`src/rtl/apb_slave_regbank_if.sv`:
```
// APB bus bundle between the bridge (master) and the register-bank slave.
// Clock and reset are carried as plain ports on the slave, not in here.
interface apb_slave_regbank_if #(
    parameter int DATA_WIDTH = 32,
    parameter int ADDR_WIDTH = 32,
    parameter int NUM_SEL    = 3
) ();
    logic [NUM_SEL-1:0]    Pselx;
    logic                  Penable;
    logic                  Pwrite;
    logic [ADDR_WIDTH-1:0] Paddr;
    logic [DATA_WIDTH-1:0] Pwdata;
    logic [DATA_WIDTH-1:0] Prdata;
    logic                  Pready;
    logic                  Pslverr;

    modport master (
        output Pselx, Penable, Pwrite, Paddr, Pwdata,
        input  Prdata, Pready, Pslverr
    );

    modport slave (
        input  Pselx, Penable, Pwrite, Paddr, Pwdata,
        output Prdata, Pready, Pslverr
    );
endinterface

```
`src/rtl/apb_slave_regbank.sv`:
```
// APB slave with NUM_SEL independent word-addressed register banks,
// programmable wait states and error response on bad select/address.
//
// state  | meaning
// IDLE   | waiting for a setup phase (Pselx != 0, Penable = 0)
// ACCESS | transfer latched; counting wait states, completes when counter = 0
module apb_slave_regbank #(
    parameter int DATA_WIDTH  = 32,
    parameter int ADDR_WIDTH  = 32,
    parameter int NUM_SEL     = 3,
    parameter int REG_DEPTH   = 8,
    parameter int WAIT_CYCLES = 0
) (
    input  logic                  Pclk,
    input  logic                  Preset,
    apb_slave_regbank_if.slave    bus
);

    localparam int IDX_W  = $clog2(REG_DEPTH);
    localparam int BANK_W = (NUM_SEL > 1) ? $clog2(NUM_SEL) : 1;
    localparam logic [NUM_SEL-1:0] SEL_ONE = NUM_SEL'(1);

    typedef enum logic {
        IDLE   = 1'b0,
        ACCESS = 1'b1
    } state_t;

    state_t                state_q, state_d;
    logic [3:0]            cnt_q, cnt_d;
    logic [BANK_W-1:0]     bank_q, bank_d;
    logic [IDX_W-1:0]      idx_q, idx_d;
    logic                  write_q, write_d;
    logic [DATA_WIDTH-1:0] wdata_q, wdata_d;
    logic                  err_q, err_d;
    logic [DATA_WIDTH-1:0] mem_q [NUM_SEL][REG_DEPTH];
    logic [DATA_WIDTH-1:0] mem_d [NUM_SEL][REG_DEPTH];

    logic                  sel_onehot;
    logic                  addr_misaligned;
    logic                  addr_out_of_range;
    logic [BANK_W-1:0]     sel_enc;
    logic                  complete;

    // Request decode; only sampled into the latches during the setup phase.
    always_comb begin
        sel_onehot        = (bus.Pselx != '0) &&
                            ((bus.Pselx & (bus.Pselx - SEL_ONE)) == '0);
        addr_misaligned   = (bus.Paddr[1:0] != 2'b00);
        addr_out_of_range = ((bus.Paddr >> (IDX_W + 2)) != '0);
        sel_enc           = '0;
        for (int i = 0; i < NUM_SEL; i++) begin
            if (bus.Pselx[i]) begin
                sel_enc = BANK_W'(i);
            end
        end
    end

    always_comb begin
        state_d  = state_q;
        cnt_d    = cnt_q;
        bank_d   = bank_q;
        idx_d    = idx_q;
        write_d  = write_q;
        wdata_d  = wdata_q;
        err_d    = err_q;
        mem_d    = mem_q;
        complete = 1'b0;

        case (state_q)
            IDLE: begin
                if ((bus.Pselx != '0) && !bus.Penable) begin
                    err_d   = !sel_onehot || addr_misaligned || addr_out_of_range;
                    // Errored requests park on bank 0 so the read mux stays in range.
                    bank_d  = sel_onehot ? sel_enc : '0;
                    idx_d   = bus.Paddr[IDX_W+1:2];
                    write_d = bus.Pwrite;
                    wdata_d = bus.Pwdata;
                    cnt_d   = 4'(WAIT_CYCLES);
                    state_d = ACCESS;
                end
            end
            ACCESS: begin
                if (bus.Pselx == '0) begin
                    cnt_d   = '0;
                    state_d = IDLE;
                end else if (bus.Penable) begin
                    if (cnt_q != 4'd0) begin
                        cnt_d = cnt_q - 4'd1;
                    end else begin
                        complete = 1'b1;
                        state_d  = IDLE;
                    end
                end
            end
            default: begin
                state_d = IDLE;
            end
        endcase

        if (complete && write_q && !err_q) begin
            mem_d[bank_q][idx_q] = wdata_q;
        end
    end

    always_ff @(posedge Pclk or posedge Preset) begin
        if (Preset) begin
            state_q <= IDLE;
            cnt_q   <= '0;
            bank_q  <= '0;
            idx_q   <= '0;
            write_q <= 1'b0;
            wdata_q <= '0;
            err_q   <= 1'b0;
            mem_q   <= '{default: '0};
        end else begin
            state_q <= state_d;
            cnt_q   <= cnt_d;
            bank_q  <= bank_d;
            idx_q   <= idx_d;
            write_q <= write_d;
            wdata_q <= wdata_d;
            err_q   <= err_d;
            mem_q   <= mem_d;
        end
    end

    // Responses come only from latched request state, never from Paddr/Pwdata.
    assign bus.Pready  = complete;
    assign bus.Pslverr = complete && err_q;
    assign bus.Prdata  = (complete && !write_q && !err_q) ? mem_q[bank_q][idx_q] : '0;

endmodule

```
`src/flat_wrapper.sv`:
```
// flat-port wrapper written by rule: the top's interface ports become plain ports
module apb_slave_regbank_flat 
#(
    parameter int DATA_WIDTH  = 32,
    parameter int ADDR_WIDTH  = 32,
    parameter int NUM_SEL     = 3,
    parameter int REG_DEPTH   = 8,
    parameter int WAIT_CYCLES = 0
)
  (Pclk, Preset, bus_Pselx, bus_Penable, bus_Pwrite, bus_Paddr, bus_Pwdata, bus_Prdata, bus_Pready, bus_Pslverr);
  apb_slave_regbank_if #(.DATA_WIDTH(DATA_WIDTH), .ADDR_WIDTH(ADDR_WIDTH), .NUM_SEL(NUM_SEL)) bus_i ();
  input  logic Pclk;
  input  logic Preset;
  input wire logic [$bits(bus_i.Pselx)-1:0] bus_Pselx;
  input wire logic [$bits(bus_i.Penable)-1:0] bus_Penable;
  input wire logic [$bits(bus_i.Pwrite)-1:0] bus_Pwrite;
  input wire logic [$bits(bus_i.Paddr)-1:0] bus_Paddr;
  input wire logic [$bits(bus_i.Pwdata)-1:0] bus_Pwdata;
  output wire logic [$bits(bus_i.Prdata)-1:0] bus_Prdata;
  output wire logic [$bits(bus_i.Pready)-1:0] bus_Pready;
  output wire logic [$bits(bus_i.Pslverr)-1:0] bus_Pslverr;
  assign bus_i.Pselx = bus_Pselx;
  assign bus_i.Penable = bus_Penable;
  assign bus_i.Pwrite = bus_Pwrite;
  assign bus_i.Paddr = bus_Paddr;
  assign bus_i.Pwdata = bus_Pwdata;
  assign bus_Prdata = bus_i.Prdata;
  assign bus_Pready = bus_i.Pready;
  assign bus_Pslverr = bus_i.Pslverr;
  apb_slave_regbank #(.DATA_WIDTH(DATA_WIDTH), .ADDR_WIDTH(ADDR_WIDTH), .NUM_SEL(NUM_SEL), .REG_DEPTH(REG_DEPTH), .WAIT_CYCLES(WAIT_CYCLES)) u_core (.Pclk(Pclk), .Preset(Preset), .bus(bus_i));
endmodule
```
`config.mk`:
```
export PLATFORM = sky130hd
export DESIGN_NAME = apb_slave_regbank_flat
export DESIGN_NICKNAME = d
export VERILOG_FILES = /design/src/rtl/apb_slave_regbank_if.sv /design/src/rtl/apb_slave_regbank.sv /design/src/flat_wrapper.sv
export SDC_FILE = /design/constraint.sdc
export NUM_CORES = 2
export LEC_CHECK = 0
export CAP_MARGIN = 10
export CORE_ASPECT_RATIO = 1.5
export CORE_UTILIZATION = 62
export CTS_CLUSTER_SIZE = 10
export DETAILED_ROUTE_END_ITERATION = 10
export GPL_ROUTABILITY_DRIVEN = 1
export PLACE_DENSITY_LB_ADDON = 0.05
export RECOVER_POWER = 100
export SLEW_MARGIN = 20
export SYNTH_ARGS = -nofsm -noshare
export SYNTH_HDL_FRONTEND = slang
export SYNTH_SLANG_ARGS = --single-unit
```
`constraint.sdc`:
```
create_clock -name Pclk -period 37 [get_ports Pclk]
set_input_delay 7.4 -clock Pclk [delete_from_list [all_inputs] [get_ports Pclk]]
set_output_delay 7.4 -clock Pclk [all_outputs]
set_load 0.02 [all_outputs]
```
==> out/results.ini <==
[critical_path]
cp_cell_sequence = dlygate4sd3_1, clkinvlp_2, clkbuf_1, clkbuf_1, clkbuf_1, clkbuf_1
slowest_delay_ns = 3.11
startpoint_type = input pin
worst_ep_arrival_time_ns = 21.47
critPathRequiredTime_ns = 36.74
cp-end-kind = asynchronous set/reset pin
r2r_cells = 6
path_depth = 6
critical_path.top_delay_family = buffers and inverters
worst_path_most_repeated_cell = clkbuf_1
crit_type = in2async
critical_path_buf_inv_count = 6
critPathMaxFanout = 105
worst_path_max_delay_cell = clkbuf_1

[layout]
regArea_sq_um = 20330
syn_to_final_growth_pct = 8.999
stdcell_area_sq_um = 40420
drive_gt1_share_pct = 32.30
fillCellCount = 4297
post-route-util_pct = 68.45
mostFrequentLayoutCells = dfrtp_1 (810), mux2_2 (779), mux2i_1 (255)
antennaDiodeCount = 0
final_common_cell = dfrtp_1
final_nets = 2894
multi_input_area_sq_um = 15430

[clocking]
cts_buffers = 91
clock_latency_ns = 0.64
cts_htree_levels = 3
cts_resized = 0
cts_tree = built
holdBufCountCts = 0
cts_root_buf = clkbuf_16
post_cts_buffers = 0
cts.path.max_buffers = 3
clkSinkCount = 812
clkTransAtPathRegs_ns = 0.05

[sta]
period_share_pct = 58.74
worst_slew_pin_slew_ns = 8.944
fin_tns_setup_ns = 0
fin_worst_skew_ns = 0.01179
hold_viol = 0
setup-violations-final = 0
slew_violations = 1440
timing.fmax_mhz = 46.01
max_slew_margin_pct = -496.3
rsz0062_at_grt = false
fin_ws_ns = 15.27
fin_crit_ns = 21.73

[flow_run]
cap_violations = 35

[logic_synthesis]
synth-seq-cells = 812
avgSynthCellArea_sq_um = 13.03
synth-edff-count = 0
synth-seq-area-share_pct = 54.79
yosysWarnings = 0
synth_nets = 2918
ys_types = 45
synthFlopType = dfrtp_1
syn_area_sq_um = 37080
async_reset_ff_share_pct = 100.0
postSynthCellCount = 2846

[power_and_ir_drop]
p_leak_nw = 19.79
p_clk_share_pct = 36.1
comb_power_share_pct = 14.0
switching_power_w = 0.0005855
sw_frac_of_total_pct = 27.45
pwr-share-seq_pct = 49.9
p_int_w = 0.001547
peakVddDrop_mv = 0.04695
p_per_area_nw_per_um2 = 52.77

[placement]
place_congestion = 0.7946
port-buffer-count = 104
dp_slack_ns = 19.15
dp_hpwl_mm = 52.05
placed_area_sq_um = 38300

[detailed_routing]
drt_first_iter_violations = 1563
via_per_inst = 6.532
post-route-drc-count = 0
wl_mm = 98.34
firstDrtPassIters = 5
wl_per_cell_um = 27.29
final_antenna_net_count = 0
num_vias = 23540

[global_route]
grt_usage_pct = 32.79
antenna_found_initial = 0
grt_pass1_wl_mm = 149.3
grt_overflow_total = 0
first_global_vias = 24580
grt_max_degree = 198

[floorplanning]
design.die.area_sq_um = 60810
io_pins = 105
start_util_pct = 62.80
die_w_um = 201.7
core_sq_um = 59050
die_height_um = 301.5
num_rows = 109

[hold_path]
hp-class = reg2reg
hold_depth = 1

[run_status]
status = finished, violations left
violations = max-capacitance violations, max-slew violations

power by group through the flow:
stage | clock network, W | registers, W | logic, W
finish | 0.000771 | 0.00106 | 0.000299
global placement | 0 | 0.00107 | 0.000294
floorplan | 0 | 0.00102 | 0.000246
global route | 0.000815 | 0.00108 | 0.000320
CTS | 0.000781 | 0.00106 | 0.000302
detailed placement | 0 | 0.00108 | 0.000301
path summary, 6_finish.rpt:
check	slack, ns	start	to
worst max-delay path	15.27	Preset	u_core.mem_q[54]
worst min-delay path	0.49	u_core.mem_q[212]	u_core.mem_q[212]
worst max register to register	30.99	u_core.bank_q[1]	u_core.mem_q[333]
worst min register to register	0.49	u_core.mem_q[212]	u_core.mem_q[212]
max in group Pclk	17.72	bus_Pselx[0]	bus_Prdata[21]
min in group asynchronous	8.65	Preset	u_core.mem_q[227]
final cells by class:
| type | instances | share of cell area [%] |
|---|---|---|
| Sequential cell | 812 | 50.29 |
| Clock buffer | 94 | 5.767 |
| Multi-Input combinational cell | 1766 | 38.17 |
| Inverter | 4 | 0.04024 |
| Clock inverter | 4 | 0.07429 |
| Tap cell | 777 | 2.405 |
| Timing Repair Buffer | 147 | 3.250 |
cells by family (layout without fill, tap and decap cells):
group / count (synthesis) / count (layout) / share of synthesized area [%]
fa+ha+maj: 1 / 1 / 0.03374
mux: 1062 / 1062 / 31.39
simple gates: 244 / 244 / 3.654
flops: 812 / 812 / 54.79
compound gates: 459 / 459 / 6.745
buf+inv: 268 / 249 / 3.384
per-layer routing:
metal,part of all wire (%),GRT usage [%],vias to the layer above,routed length (um)
li1,-,-,10210,-
met1,41,41.87,12460,39890
met2,50,56.17,642,49640
met3,4.6,4.106,233,4564
met4,4.3,14.59,0,4251
met5,0,0,-,0
Yosys cell counts, drive strengths merged (5+ instances only):
cell | instances | area share (%)
nand3b | 7 | 0.14
mux2 | 807 | 25
dfrtp | 812 | 55
buf | 113 | 1.8
a21oi | 192 | 2.6
nand2 | 94 | 1.1
nand4 | 64 | 1.1
o21ai | 193 | 2.6
nand2b | 5 | 0.10
clkbuf | 151 | 1.5
mux2i | 255 | 6.9
nor2 | 8 | 0.081
o211ai | 62 | 1.3
nor3 | 35 | 0.49
nor4 | 10 | 0.25
state kept, by name, summed over array words and instances (netlist names):
name,count
u_core.bank_q,2
u_core.wdata_q,32
u_core.err_q,1
u_core.idx_q,3
u_core.cnt_q,4
u_core.write_q,1
u_core.state_q,1
u_core.mem_q,768
stage by stage:
stage,cells,hold WS (ns),power [W]
after global placement,3504,0.4728,0.001362
after CTS,3603,0.4952,0.002144
after detailed placement,3505,0.4811,0.001377
final,3604,0.4933,0.002133
after floorplan,2846,0.4635,0.001271
after global routing,3604,0.5086,0.002211
(Power assumes the default switching activity.)
